**src/rtl/cp0_pkg.sv**
```systemverilog
// cp0_pkg
// Shared constants for the coprocessor-0 exception slice:
//   - CP0 register numbers used by mtc0/mfc0
//   - ExcCode values written into Cause[6:2]
//   - default exception handler entry address
package cp0_pkg;

    // CP0 register numbers
    localparam logic [4:0] CP0_REG_SR    = 5'd12;
    localparam logic [4:0] CP0_REG_CAUSE = 5'd13;
    localparam logic [4:0] CP0_REG_EPC   = 5'd14;
    localparam logic [4:0] CP0_REG_PRID  = 5'd15;

    // Exception codes as carried by the pipeline stages (0 means "no exception")
    localparam logic [3:0] EXC_NONE    = 4'd0;
    localparam logic [3:0] EXC_INT     = 4'd0;
    localparam logic [3:0] EXC_ADEL    = 4'd4;
    localparam logic [3:0] EXC_ADES    = 4'd5;
    localparam logic [3:0] EXC_SYSCALL = 4'd8;
    localparam logic [3:0] EXC_RI      = 4'd10;
    localparam logic [3:0] EXC_OV      = 4'd12;

    // Default exception handler entry point
    localparam logic [31:0] HANDLER_ADDR_DEFAULT = 32'h0000_4180;

endpackage

```
**src/rtl/cp0_exc_unit_if.sv**
```systemverilog
// cp0_exc_unit_if
// Bundle between the MA end of the pipeline and coprocessor 0.
//   master : pipeline side, drives the EX/MA exception/control fields
//            and the interrupt lines, receives req/epc/read data/macro PC.
//   slave  : the CP0 exception unit.
// Signals:
//   pc_add4, bd, if_exc, id_exc, ex_exc, ma_exc, cp0_we, cp0_addr,
//   cp0_wdata, is_eret, hw_int          (pipeline -> CP0)
//   req, epc_out, cp0_rdata, macro_pc,
//   handler_pc                          (CP0 -> pipeline)
interface cp0_exc_unit_if;

    logic [31:0] pc_add4;
    logic        bd;
    logic [3:0]  if_exc;
    logic [3:0]  id_exc;
    logic [3:0]  ex_exc;
    logic [3:0]  ma_exc;
    logic        cp0_we;
    logic [4:0]  cp0_addr;
    logic [31:0] cp0_wdata;
    logic        is_eret;
    logic [5:0]  hw_int;

    logic        req;
    logic [31:0] epc_out;
    logic [31:0] cp0_rdata;
    logic [31:0] macro_pc;
    logic [31:0] handler_pc;

    modport master (
        output pc_add4, bd, if_exc, id_exc, ex_exc, ma_exc,
               cp0_we, cp0_addr, cp0_wdata, is_eret, hw_int,
        input  req, epc_out, cp0_rdata, macro_pc, handler_pc
    );

    modport slave (
        input  pc_add4, bd, if_exc, id_exc, ex_exc, ma_exc,
               cp0_we, cp0_addr, cp0_wdata, is_eret, hw_int,
        output req, epc_out, cp0_rdata, macro_pc, handler_pc
    );

endinterface

```
**src/rtl/cp0_exc_merge.sv**
```systemverilog
// cp0_exc_merge
// Purely combinational priority merge of the per-stage exception codes.
// The oldest-detected fault wins: IF > ID > EX > MA; 0 when none is set.
// Ports:
//   if_exc, id_exc, ex_exc, ma_exc  in  4   stage exception codes
//   exc_code                        out 4   merged code
module cp0_exc_merge
    import cp0_pkg::*;
(
    input  logic [3:0] if_exc,
    input  logic [3:0] id_exc,
    input  logic [3:0] ex_exc,
    input  logic [3:0] ma_exc,
    output logic [3:0] exc_code
);

    always_comb begin
        exc_code = EXC_NONE;
        if (if_exc != EXC_NONE)
            exc_code = if_exc;
        else if (id_exc != EXC_NONE)
            exc_code = id_exc;
        else if (ex_exc != EXC_NONE)
            exc_code = ex_exc;
        else if (ma_exc != EXC_NONE)
            exc_code = ma_exc;
    end

endmodule

```
**src/rtl/cp0_exc_unit.sv**
```systemverilog
// cp0_exc_unit
// Coprocessor 0 at the MA end of the pipeline. Merges stage exception
// codes, samples hardware interrupts, raises the single-cycle flush
// request and holds SR/Cause/EPC/PRId.
// Ports:
//   clk    in   clock, rising edge
//   reset  in   synchronous, active-high
//   bus    slave modport of cp0_exc_unit_if (MA fields in, req/epc/
//          read data/macro PC/handler address out)
module cp0_exc_unit
    import cp0_pkg::*;
#(
    parameter logic [31:0] HANDLER_ADDR = HANDLER_ADDR_DEFAULT,
    parameter logic [31:0] PRID_VALUE   = 32'h2024_0707,
    parameter logic [31:0] RESET_PC     = 32'h0000_3000
) (
    input  logic           clk,
    input  logic           reset,
    cp0_exc_unit_if.slave  bus
);

    // SR fields
    logic [5:0]  sr_im;
    logic        sr_exl;
    logic        sr_ie;

    // Cause fields
    logic        cause_bd;
    logic [5:0]  cause_ip;
    logic [4:0]  cause_exc;

    logic [31:0] epc;
    logic [31:0] pc_latch;
    logic [31:0] macro_pc;
    logic [31:0] epc_target;
    logic [3:0]  exc_code;
    logic        int_req;
    logic        exc_req;
    logic        req;

    cp0_exc_merge u_merge (
        .if_exc   (bus.if_exc),
        .id_exc   (bus.id_exc),
        .ex_exc   (bus.ex_exc),
        .ma_exc   (bus.ma_exc),
        .exc_code (exc_code)
    );

    // A flushed bubble (pc_add4 == 0) inherits the last real PC, so a
    // fault or interrupt taken on a bubble still reports a sensible EPC.
    assign macro_pc = (bus.pc_add4 != 32'd0) ? (bus.pc_add4 - 32'd4) : pc_latch;

    assign int_req = (|(bus.hw_int & sr_im)) & sr_ie & ~sr_exl;
    assign exc_req = (exc_code != EXC_NONE) & ~sr_exl;
    assign req     = int_req | exc_req;

    // A delay-slot instruction restarts at its branch, one word earlier.
    assign epc_target = (bus.bd ? (macro_pc - 32'd4) : macro_pc) & 32'hFFFF_FFFC;

    assign bus.req        = req;
    assign bus.epc_out    = epc;
    assign bus.macro_pc   = macro_pc;
    assign bus.handler_pc = HANDLER_ADDR;

    // Combinational mfc0 read; values are the ones held before the edge.
    always_comb begin
        bus.cp0_rdata = 32'd0;
        case (bus.cp0_addr)
            CP0_REG_SR:    bus.cp0_rdata = {16'd0, sr_im, 8'd0, sr_exl, sr_ie};
            CP0_REG_CAUSE: bus.cp0_rdata = {cause_bd, 15'd0, cause_ip, 3'd0, cause_exc, 2'd0};
            CP0_REG_EPC:   bus.cp0_rdata = epc;
            CP0_REG_PRID:  bus.cp0_rdata = PRID_VALUE;
            default:       bus.cp0_rdata = 32'd0;
        endcase
    end

    // Architectural state. A taken exception cancels the MA instruction,
    // so its mtc0/eret only take effect when req is low. eret is applied
    // after the mtc0 write so its EXL clear wins when both occur together.
    always_ff @(posedge clk) begin
        if (reset) begin
            sr_im     <= 6'd0;
            sr_exl    <= 1'b0;
            sr_ie     <= 1'b0;
            cause_bd  <= 1'b0;
            cause_ip  <= 6'd0;
            cause_exc <= 5'd0;
            epc       <= 32'd0;
            pc_latch  <= RESET_PC;
        end else begin
            cause_ip <= bus.hw_int;
            if (bus.pc_add4 != 32'd0)
                pc_latch <= macro_pc;

            if (req) begin
                sr_exl    <= 1'b1;
                cause_bd  <= bus.bd;
                cause_exc <= int_req ? {1'b0, EXC_INT} : {1'b0, exc_code};
                epc       <= epc_target;
            end else begin
                if (bus.cp0_we) begin
                    case (bus.cp0_addr)
                        CP0_REG_SR: begin
                            sr_im  <= bus.cp0_wdata[15:10];
                            sr_exl <= bus.cp0_wdata[1];
                            sr_ie  <= bus.cp0_wdata[0];
                        end
                        CP0_REG_EPC: epc <= {bus.cp0_wdata[31:2], 2'b00};
                        default: ;
                    endcase
                end
                if (bus.is_eret)
                    sr_exl <= 1'b0;
            end
        end
    end

endmodule

```
**src/flat_wrapper.sv**
```systemverilog
// flat-port wrapper written by rule: the top's interface ports become plain ports
module cp0_exc_unit_flat import cp0_pkg::*;
#(
    parameter logic [31:0] HANDLER_ADDR = HANDLER_ADDR_DEFAULT,
    parameter logic [31:0] PRID_VALUE   = 32'h2024_0707,
    parameter logic [31:0] RESET_PC     = 32'h0000_3000
)
  (clk, reset, bus_pc_add4, bus_bd, bus_if_exc, bus_id_exc, bus_ex_exc, bus_ma_exc, bus_cp0_we, bus_cp0_addr, bus_cp0_wdata, bus_is_eret, bus_hw_int, bus_req, bus_epc_out, bus_cp0_rdata, bus_macro_pc, bus_handler_pc);
  cp0_exc_unit_if bus_i ();
  input  logic clk;
  input  logic reset;
  input wire logic [$bits(bus_i.pc_add4)-1:0] bus_pc_add4;
  input wire logic [$bits(bus_i.bd)-1:0] bus_bd;
  input wire logic [$bits(bus_i.if_exc)-1:0] bus_if_exc;
  input wire logic [$bits(bus_i.id_exc)-1:0] bus_id_exc;
  input wire logic [$bits(bus_i.ex_exc)-1:0] bus_ex_exc;
  input wire logic [$bits(bus_i.ma_exc)-1:0] bus_ma_exc;
  input wire logic [$bits(bus_i.cp0_we)-1:0] bus_cp0_we;
  input wire logic [$bits(bus_i.cp0_addr)-1:0] bus_cp0_addr;
  input wire logic [$bits(bus_i.cp0_wdata)-1:0] bus_cp0_wdata;
  input wire logic [$bits(bus_i.is_eret)-1:0] bus_is_eret;
  input wire logic [$bits(bus_i.hw_int)-1:0] bus_hw_int;
  output wire logic [$bits(bus_i.req)-1:0] bus_req;
  output wire logic [$bits(bus_i.epc_out)-1:0] bus_epc_out;
  output wire logic [$bits(bus_i.cp0_rdata)-1:0] bus_cp0_rdata;
  output wire logic [$bits(bus_i.macro_pc)-1:0] bus_macro_pc;
  output wire logic [$bits(bus_i.handler_pc)-1:0] bus_handler_pc;
  assign bus_i.pc_add4 = bus_pc_add4;
  assign bus_i.bd = bus_bd;
  assign bus_i.if_exc = bus_if_exc;
  assign bus_i.id_exc = bus_id_exc;
  assign bus_i.ex_exc = bus_ex_exc;
  assign bus_i.ma_exc = bus_ma_exc;
  assign bus_i.cp0_we = bus_cp0_we;
  assign bus_i.cp0_addr = bus_cp0_addr;
  assign bus_i.cp0_wdata = bus_cp0_wdata;
  assign bus_i.is_eret = bus_is_eret;
  assign bus_i.hw_int = bus_hw_int;
  assign bus_req = bus_i.req;
  assign bus_epc_out = bus_i.epc_out;
  assign bus_cp0_rdata = bus_i.cp0_rdata;
  assign bus_macro_pc = bus_i.macro_pc;
  assign bus_handler_pc = bus_i.handler_pc;
  cp0_exc_unit #(.HANDLER_ADDR(HANDLER_ADDR), .PRID_VALUE(PRID_VALUE), .RESET_PC(RESET_PC)) u_core (.clk(clk), .reset(reset), .bus(bus_i));
endmodule
```
**config.mk**
```make
export PLATFORM = sky130hd
export DESIGN_NAME = cp0_exc_unit_flat
export DESIGN_NICKNAME = d
export VERILOG_FILES = /design/src/rtl/cp0_pkg.sv /design/src/rtl/cp0_exc_unit_if.sv /design/src/rtl/cp0_exc_merge.sv /design/src/rtl/cp0_exc_unit.sv /design/src/flat_wrapper.sv
export SDC_FILE = /design/constraint.sdc
export NUM_CORES = 1
export LEC_CHECK = 0
export ABC_AREA = 1
export BUFFER_PORTS_ARGS = -buffer_cell sky130_fd_sc_hd__buf_2
export CAP_MARGIN = 20
export CORE_UTILIZATION = 42
export DETAILED_ROUTE_END_ITERATION = 7
export PLACE_DENSITY_LB_ADDON = 0.3
export SYNTH_ARGS = -nofsm -noshare
export SYNTH_HDL_FRONTEND = slang
export SYNTH_SLANG_ARGS = --single-unit
export TNS_END_PERCENT = 1
```
**constraint.sdc**
```tcl
create_clock -name clk -period 2.54 [get_ports clk]
set_input_delay 0.127 -clock clk [delete_from_list [all_inputs] [get_ports clk]]
set_output_delay 0.127 -clock clk [all_outputs]
set_load 0.05 [all_outputs]
```
==> results of run 1 <==
==> state kept, by name, summed over array words and instances, names as in the netlist <==
register            flops
u_core.cause_bd         1
u_core.cause_ip         6
u_core.sr_ie            1
u_core.sr_exl           1
u_core.cause_exc        4
u_core.sr_im            6
u_core.bus.epc_out     30
u_core.pc_latch        32
==> metal layers <==
layer,GRT usage,up-vias,wire length [µm]
met1,0.354,2992,9050
met5,0,-,0
met4,0.0595,0,244
met3,0.0432,20,975
li1,-,3539,-
met2,0.411,205,8830
==> repair_timing <==
item	4_1_cts	5_1_grt
gates resized for setup	0	4
endpoints found under the setup margin	0	13
hold endpoints to repair	3	0
hold buffers	3	0
==> tightest hold or removal path, stage by stage <==
cell	delay, ns
buf_2	0.07
inv_1	0.04
nor2_1	0.08
==> cell usage after synthesis <==
master,n,area share
dlygate4sd1_1,1,0.0014
a31o_2,1,0.0014
nand3_1,46,0.038
nand4_1,11,0.011
a21oi_1,33,0.027
o211ai_1,5,0.0062
o21ai_0,44,0.036
nor4_1,3,0.0031
nand2_2,22,0.023
dfxtp_1,81,0.27
nor2_2,21,0.022
a211oi_1,5,0.0062
nand2_1,283,0.17
clkinv_1,2,0.0012
a21oi_2,7,0.010
clkbuf_1,15,0.0092
buf_2,3,0.0025
nor2_4,13,0.024
a22o_1,3,0.0043
o221ai_1,3,0.0043
inv_1,143,0.088
a31oi_1,4,0.0041
nor2_8,1,0.0033
buf_6,2,0.0037
o22ai_1,2,0.0021
nand3b_1,5,0.0062
nand3_2,4,0.0066
inv_2,5,0.0031
ha_1,2,0.0041
o21ai_2,2,0.0029
o21bai_1,1,0.0012
o311ai_0,1,0.0014
nor3_1,5,0.0041
nand2_4,3,0.0055
a32o_1,1,0.0016
nor2_1,173,0.11
conb_1,2,0.0012
buf_4,38,0.047
a22oi_1,2,0.0025
xnor2_1,1,0.0014
xor2_1,22,0.032
==> kinds of logic after synthesis <==
| logic type | Yosys count | synth area share |
|---|---|---|
| fa+ha+maj | 2 | 0.00411 |
| flops | 81 | 0.266 |
| xor+xnor | 23 | 0.0331 |
| other cells | 2 | 0.00123 |
| simple gates | 590 | 0.427 |
| compound gates | 114 | 0.112 |
| buf+inv | 209 | 0.156 |
==> report_power, final <==
part,switching (mW),internal [mW]
Sequential,0.0570,1.36
Combinational,0.861,0.309
Clock,0.565,0.771
Total,1.48,2.44
==> layout by cell type (no fill, tap or decap), types with 4 or more instances in the layout <==
cell type  Yosys  layout
nand2_1      283     282
buf_2          3     190
nor2_1       173     172
inv_1        143     142
dfxtp_1       81      81
nand3_1       46      46
buf_4         38      44
o21ai_0       44      42
conb_1         2      34
a21oi_1       33      33
nand2_2       22      23
xor2_1        22      22
nor2_2        21      22
nor2_4        13      13
nand4_1       11      11
clkbuf_16      0       9
a21oi_2        7       7
nor3_1         5       5
inv_2          5       5
o211ai_1       5       5
a211oi_1       5       5
nand3b_1       5       5
nand3_2        4       4
a31oi_1        4       4
==> cell type report <==
class,count,area (µm²)
clock buffers,9,225
clock inverters,7,80.1
fillers,1434,6260
inverters,150,567
multi-input cells,763,3640
flip-flops and latches,81,1620
well taps,180,225
repair buffers,240,1360
==> worst max path at each step <==
stage	cells after the start	endpoint	slack, ns	start
after global routing	24	u_core.bus.epc_out[26]	-0.03	bus_pc_add4[2]
final	13	bus_req	0.15	bus_hw_int[0]
after global placement	23	u_core.bus.epc_out[30]	0.03	bus_pc_add4[2]
after detailed placement	23	u_core.bus.epc_out[26]	-0.06	bus_pc_add4[2]
after floorplan	22	u_core.bus.epc_out[24]	-0.04	bus_pc_add4[2]
after CTS	13	bus_req	0.14	bus_hw_int[0]
==> flow_metrics.env, run 1 <==
export IMPL_outcome="completed"
export IMPL_max_freq_mhz=418
export IMPL_power_density_nw_per_um2=508
export IMPL_ff2ff_path_depth=12
export IMPL_setup_violations=0
export IMPL_clock_tree_root_cell="clkbuf_16"
export IMPL_wire_per_inst_um=13.4
export IMPL_timing_rr_end="u_core.bus.epc_out[24]"
export IMPL_min_period_ns=2.39
export IMPL_cts_sinks=81
export IMPL_clk_path_buf_depth=2
export IMPL_power_mw=3.93
export IMPL_die_height_um=122
export IMPL_worstSetupStartpointType="input port"
export IMPL_crit_family="buffers and inverters"
export IMPL_grt_max_degree=65
export IMPL_netlist_area_um2=6090
export IMPL_first_global_vias=5970
export IMPL_drt_pass1_iterations=5
export IMPL_slowest_stage="dlygate4sd3_1"
export IMPL_end_kind="output pin"
export IMPL_setup_ws_ns=0.149
export IMPL_num_rows=43
export IMPL_yosys_warnings=0
export IMPL_fin_skew_ns=0.00528
export IMPL_maxCapViolCount=0
export IMPL_post_dp_cell_area_um2=7380
export IMPL_r2r_start="u_core.sr_im[5]"
export IMPL_hpwlAfterDp_um=15500
export IMPL_ys_seq_area_frac=0.266
export IMPL_path_clk_slew_ns=0.07
export IMPL_worstPathRequired_ns=2.41
export IMPL_pin_count=225
export IMPL_insertion_delay_ns=0.34
export IMPL_worstMarginPinSlew_ns=0.754
export IMPL_fin_crit_sh=0.941
export IMPL_leakage_nw=4.10
export IMPL_avgSynthCellArea_um2=5.96
export IMPL_yosysUniqueCellTypes=41
export IMPL_min_from="bus_hw_int[1]"
export IMPL_numCtsBuffers=9
export IMPL_r2r_slack_ns=0.26
export IMPL_dp_cells=1411
export IMPL_grt_use_total=0.256
export IMPL_finalMaxSlewViolations=0
export IMPL_grt_setup_unrepaired="yes"
export IMPL_dp_slack_ns=-0.0646
export IMPL_crit_path_max_incr_delay_ns=0.52
export IMPL_worstHoldPathCells=3
export IMPL_start_util=0.435
export IMPL_slew_headroom=0.497
export IMPL_area_growth_pct=26.9
export IMPL_port_buffers=190
export IMPL_holdPathEnd="u_core.cause_ip[1]"
export IMPL_cp_arrival_ns=2.26
export IMPL_stdcell_count=1430
export IMPL_fp_dieArea_um2=15000
export IMPL_crit_fanout=45
export IMPL_drive_above_1_share=0.269
export IMPL_via_per_inst=4.72
export IMPL_grt_pass1_wl_um=29600
export IMPL_post_cts_buffers=0
export IMPL_h_tree_depth=3
export IMPL_final_area_um2=7720
export IMPL_antenna_found_initial=0
export IMPL_crit_buf_inv=7
export IMPL_synth_cells=1021
export IMPL_path_cells="dlygate4sd3_1, buf_2, inv_1, o22ai_1, a21oi_1, a21oi_1, nor3_1, nand2_1, nand2_1, buf_6, inv_2, buf_12, buf_2"
export IMPL_vias=6756
export IMPL_die_w_um=122
export IMPL_gp_congestion=0.954
export IMPL_fin_hold_ws_ns=0.00732
export IMPL_core_area_um2=14000
export IMPL_drtIter0Drc=446
export IMPL_antenna_left=0
export IMPL_holdCritPathClass="in2reg"
export IMPL_ys_ff_latch=81
export IMPL_hold_viol_final=0
export IMPL_cts_tree="done"
export IMPL_tns_ns=0
export IMPL_utilization=0.552
export IMPL_crit_type="in2out"
export IMPL_ir_drop_v=0.000511
export IMPL_grt_overflow_total=0
export IMPL_diodes=0
export IMPL_final_nets=1343
export IMPL_drc_errors=0
export IMPL_wl_um=19100
Power figures use the tool's default switching activity.
==> run 2, diff against run 1 <==
--- a/config.mk
+++ b/config.mk
@@ -8,7 +8,7 @@
 export ABC_AREA = 1
 export BUFFER_PORTS_ARGS = -buffer_cell sky130_fd_sc_hd__buf_2
 export CAP_MARGIN = 20
-export CORE_UTILIZATION = 42
+export CORE_UTILIZATION = 30
 export DETAILED_ROUTE_END_ITERATION = 7
 export PLACE_DENSITY_LB_ADDON = 0.3
 export SYNTH_ARGS = -nofsm -noshare
==> flow_metrics.env, run 2 (synthesized netlist as in run 1, its figures left out) <==
export IMPL_outcome="completed"
export IMPL_worstHoldPathCells=3
export IMPL_numCtsBuffers=9
export IMPL_path_clk_slew_ns=0.08
export IMPL_diodes=0
export IMPL_core_area_um2=19700
export IMPL_crit_path_max_incr_delay_ns=0.51
export IMPL_worstSetupStartpointType="input port"
export IMPL_leakage_nw=4.16
export IMPL_grt_pass1_wl_um=33100
export IMPL_start_util=0.310
export IMPL_cts_tree="done"
export IMPL_clock_tree_root_cell="clkbuf_16"
export IMPL_drt_pass1_iterations=5
export IMPL_final_cell_mix="nand2_1, buf_2, nor2_1"
export IMPL_die_height_um=144
export IMPL_grt_setup_unrepaired="no"
export IMPL_worstMarginPinSlew_ns=0.551
export IMPL_p_switching_mw=1.56
export IMPL_area_growth_pct=30.0
export IMPL_multiInputGateArea_um2=3650
export IMPL_power_share_switching=0.396
export IMPL_setup_ws_ns=0.306
export IMPL_holdCritPathClass="in2reg"
export IMPL_tns_ns=0
export IMPL_min_from="bus_cp0_wdata[12]"
export IMPL_layout_commonest_cell="nand2_1"
export IMPL_holdPathEnd="u_core.sr_im[2]"
export IMPL_wire_per_inst_um=14.0
export IMPL_num_fill_cells=2141
export IMPL_antenna_left=0
export IMPL_p_int_mw=2.38
export IMPL_ff2ff_path_depth=12
export IMPL_pin_count=225
export IMPL_maxCapViolCount=0
export IMPL_clk_path_buf_depth=2
export IMPL_crit_fanout=11
export IMPL_port_buffers=190
export IMPL_fin_hold_ws_ns=0.0348
export IMPL_utilization=0.403
export IMPL_timing_rr_end="u_core.sr_im[2]"
export IMPL_r2r_start="u_core.sr_im[5]"
export IMPL_ir_drop_v=0.000315
export IMPL_drtIter0Drc=405
export IMPL_antenna_found_initial=0
export IMPL_end_kind="output pin"
export IMPL_finalMaxSlewViolations=0
export IMPL_max_freq_mhz=448
export IMPL_slowest_stage="dlygate4sd3_1"
export IMPL_post_dp_cell_area_um2=7560
export IMPL_grt_max_degree=36
export IMPL_drc_errors=0
export IMPL_gp_congestion=0.918
export IMPL_largest_register_ffs=32
export IMPL_insertion_delay_ns=0.35
export IMPL_p_comb_frac=0.307
export IMPL_r2r_slack_ns=0.42
export IMPL_cp_arrival_ns=2.11
export IMPL_crit_type="in2out"
export IMPL_fin_skew_ns=0.0110
export IMPL_worstPathRequired_ns=2.41
export IMPL_h_tree_depth=3
export IMPL_seqCellArea_um2=1620
export IMPL_fp_dieArea_um2=20900
export IMPL_num_rows=51
export IMPL_die_w_um=144
export IMPL_min_period_ns=2.23
export IMPL_cts_sinks=81
export IMPL_slew_headroom=0.629
export IMPL_hold_viol_final=0
export IMPL_p_seq_frac=0.360
export IMPL_drive_above_1_share=0.273
export IMPL_vias=6908
export IMPL_final_area_um2=7910
export IMPL_max_flop_register="u_core.pc_latch"
export IMPL_pwr_share_clk=0.333
export IMPL_dp_slack_ns=-0.0230
export IMPL_setup_violations=0
export IMPL_grt_use_total=0.208
export IMPL_grt_overflow_total=0
export IMPL_wl_um=21400
export IMPL_path_cells="dlygate4sd3_1, buf_2, inv_1, o22ai_1, a21oi_1, a21oi_1, nor3_1, nand2_1, nand2_1, inv_2, buf_4, buf_2"
export IMPL_fin_crit_sh=0.880
export IMPL_first_global_vias=6349
export IMPL_hpwlAfterDp_um=17700
export IMPL_via_per_inst=4.52
export IMPL_power_density_nw_per_um2=498
export IMPL_final_nets=1355
run 2: how the worst max path moves through the flow:
stage                          startpoint                      to  depth (start not counted)
after floorplan            bus_pc_add4[2]  u_core.bus.epc_out[24]                         22
after global placement    bus_pc_add4[19]  u_core.bus.epc_out[10]                         20
after detailed placement   bus_pc_add4[2]  u_core.bus.epc_out[16]                         21
after CTS                   bus_hw_int[5]                 bus_req                         12
after global routing       bus_pc_add4[2]  u_core.bus.epc_out[26]                         24
final                       bus_hw_int[5]                 bus_req                         12
run 2: timing repair:
action	in CTS	in global routing
endpoints found under the hold margin	6	0
setup endpoints to repair	0	2
hold buffers	6	0
buffers inserted	0	0
resized for setup	0	2
run 2: worst max-delay path, delay by kind of cell:
family	cells	cell delay (ns)
buf+inv	6	1.22
simple gates	3	0.27
compound gates	3	0.48
run 2: cell type report:
cell class                 instances  area share
timing repair buffer             252       0.184
clock inverter                     7     0.00854
sequential                        81       0.205
clock buffer                       9      0.0285
multi-input combinational        763       0.461
inverter                         150      0.0711
tap                              265      0.0419
run 2: stage by stage:
stage	total power, mW	cells
after floorplan	2.30	1053
after global placement	2.65	1505
after detailed placement	2.65	1505
after CTS	3.97	1527
after global routing	4.13	1527
final	3.94	1527
run 2: routing by layer:
metal,part of all wire,GRT usage,routed length [µm]
met5,0,0,0
met4,0.019,0.0593,417
met3,0.063,0.0391,1340
met2,0.46,0.338,9880
met1,0.46,0.280,9800
run 2: power by group through the flow:
| stage | registers, mW | clock network, mW | logic, mW |
|---|---|---|---|
| 3_5_place_dp | 1.45 | 0 | 1.20 |
| 6_report | 1.42 | 1.31 | 1.21 |
| 4_1_cts | 1.42 | 1.34 | 1.21 |
| 2_1_floorplan | 1.60 | 0 | 0.698 |
| 3_3_place_gp | 1.45 | 0 | 1.20 |
| 5_1_grt | 1.43 | 1.38 | 1.31 |
==> run 3, diff against run 2 <==
--- a/config.mk
+++ b/config.mk
@@ -8,6 +8,8 @@
 export ABC_AREA = 1
 export BUFFER_PORTS_ARGS = -buffer_cell sky130_fd_sc_hd__buf_2
 export CAP_MARGIN = 20
+export CELL_PAD_IN_SITES_DETAIL_PLACEMENT = 1
+export CELL_PAD_IN_SITES_GLOBAL_PLACEMENT = 1
 export CORE_UTILIZATION = 30
 export DETAILED_ROUTE_END_ITERATION = 7
 export PLACE_DENSITY_LB_ADDON = 0.3
==> flow_metrics.env, run 3 (synthesized netlist as in run 1, its figures left out) <==
export IMPL_via_per_inst=4.56
export IMPL_crit_type="in2reg"
export IMPL_drt_pass1_iterations=4
export IMPL_worstSetupStartpointType="input port"
export IMPL_max_freq_mhz=432
export IMPL_post_cts_buffers=0
export IMPL_antenna_left=0
export IMPL_start_util=0.310
export IMPL_die_w_um=144
export IMPL_wl_met3_um=1030
export IMPL_drc_errors=0
export IMPL_worstMarginPinSlew_ns=0.810
export IMPL_fin_hold_ws_ns=0.0121
export IMPL_worstPathRequired_ns=2.74
export IMPL_largest_register_ffs=32
export IMPL_layout_commonest_cell="nand2_1"
export IMPL_fin_crit_sh=0.912
export IMPL_power_share_switching=0.374
export IMPL_wire_per_inst_um=15.1
export IMPL_p_switching_mw=1.49
export IMPL_tns_ns=0
export IMPL_p_int_mw=2.49
export IMPL_crit_fanout=7
export IMPL_path_clk_slew_ns=0.06
export IMPL_final_nets=1358
export IMPL_outcome="completed"
export IMPL_ir_drop_v=0.000309
export IMPL_power_density_nw_per_um2=502
export IMPL_p_comb_frac=0.303
export IMPL_num_rows=51
export IMPL_cts_tree="done"
export IMPL_worstHoldPathCells=3
export IMPL_dp_slack_ns=-0.0674
export IMPL_end_kind="flip-flop"
export IMPL_die_height_um=144
export IMPL_timing_rr_end="u_core.sr_ie"
export IMPL_holdPathEnd="u_core.cause_ip[5]"
export IMPL_r2r_slack_ns=0.32
export IMPL_grt_overflow_total=0
export IMPL_first_global_vias=6928
export IMPL_gp_congestion=0.863
export IMPL_pin_count=225
export IMPL_core_area_um2=19700
export IMPL_r2r_start="u_core.sr_im[0]"
export IMPL_leakage_nw=4.17
export IMPL_setup_violations=0
export IMPL_fp_dieArea_um2=20900
export IMPL_wl_met2_um=10900
export IMPL_ff2ff_path_depth=11
export IMPL_cp_arrival_ns=2.52
export IMPL_wl_um=23100
export IMPL_min_period_ns=2.32
export IMPL_grt_pass1_wl_um=35600
export IMPL_drtIter0Drc=249
export IMPL_cts_sinks=81
export IMPL_p_seq_frac=0.357
export IMPL_max_flop_register="u_core.pc_latch"
export IMPL_final_cell_mix="nand2_1, buf_2, nor2_1"
export IMPL_area_growth_pct=30.4
export IMPL_grt_use_total=0.226
export IMPL_vias=6973
export IMPL_maxCapViolCount=0
export IMPL_insertion_delay_ns=0.35
export IMPL_holdCritPathClass="in2reg"
export IMPL_min_from="bus_hw_int[5]"
export IMPL_grt_max_degree=65
export IMPL_slew_headroom=0.460
export IMPL_clock_tree_root_cell="clkbuf_16"
export IMPL_setup_ws_ns=0.224
export IMPL_hold_viol_final=0
export IMPL_wl_met1_um=10800
export IMPL_diodes=0
export IMPL_numCtsBuffers=9
export IMPL_port_buffers=190
export IMPL_antenna_found_initial=0
export IMPL_top_layer="met4"
export IMPL_finalMaxSlewViolations=0
export IMPL_drive_above_1_share=0.275
export IMPL_clk_path_buf_depth=2
export IMPL_h_tree_depth=3
export IMPL_hpwlAfterDp_um=18900
export IMPL_grt_setup_unrepaired="yes"
export IMPL_pwr_share_clk=0.340
export IMPL_fin_skew_ns=0.00765
[run 3: repair_timing]
item,CTS,global route
endpoints found under the setup margin,0,5
hold buffers,4,0
endpoints found under the hold margin,4,0
gates resized for setup,0,1
[run 3: cell type report]
cell class / count / area (µm²)
clock buffer: 11 / 253
multi-input combinational: 763 / 3640
inverter: 150 / 563
fill: 2747 / 11700
timing repair buffer: 255 / 1470
sequential: 81 / 1620
clock inverter: 4 / 52.6
tap: 265 / 332
[run 3: critical path, stage by stage]
cell     delay [ns]
buf_2          0.12
nor2_1         0.18
nand2_1        0.14
nor2_2         0.16
nand2_2        0.12
inv_1          0.07
nand2_1        0.06
nand2_1        0.10
nand2_2        0.07
inv_1          0.09
ha_1           0.17
nand2_1        0.08
inv_1          0.09
nand3_2        0.13
nor2_1         0.19
inv_2          0.08
nor2_4         0.20
nand3_1        0.10
nand2_1        0.07
nand2_1        0.05
nand2_1        0.08
a21oi_2        0.05
[run 3: per-layer routing]
layer | global-route usage | vias up
met3 | 0.0404 | 28
met5 | 0 | -
li1 | - | 3563
met4 | 0.0593 | 0
met2 | 0.389 | 162
met1 | 0.287 | 3220
[run 3: how the worst max path moves through the flow]
stage / from / to / depth (start not counted)
5_1_grt: bus_pc_add4[2] / u_core.bus.epc_out[30] / 23
3_3_place_gp: bus_pc_add4[2] / u_core.bus.epc_out[26] / 23
3_5_place_dp: bus_pc_add4[19] / u_core.bus.epc_out[28] / 22
4_1_cts: bus_pc_add4[19] / u_core.bus.epc_out[30] / 23
2_1_floorplan: bus_pc_add4[2] / u_core.bus.epc_out[24] / 22
6_report: bus_pc_add4[19] / u_core.bus.epc_out[28] / 22
[run 3: power groups by stage]
stage	clock network [mW]	logic [mW]	registers, mW
global placement	0	1.19	1.45
floorplan	0	0.698	1.60
CTS	1.39	1.22	1.42
finish	1.35	1.21	1.42
detailed placement	0	1.20	1.45
global route	1.44	1.31	1.43
[run 3: metrics by stage]
step | instances | util | area (µm²) | power (mW)
3_3_place_gp | 1510 | 0.386 | 7590 | 2.64
4_1_cts | 1529 | 0.404 | 7930 | 4.03
5_1_grt | 1529 | 0.404 | 7940 | 4.19
6_report | 1529 | 0.404 | 7940 | 3.98
2_1_floorplan | 1053 | - | 6210 | 2.30
3_5_place_dp | 1510 | 0.386 | 7590 | 2.66
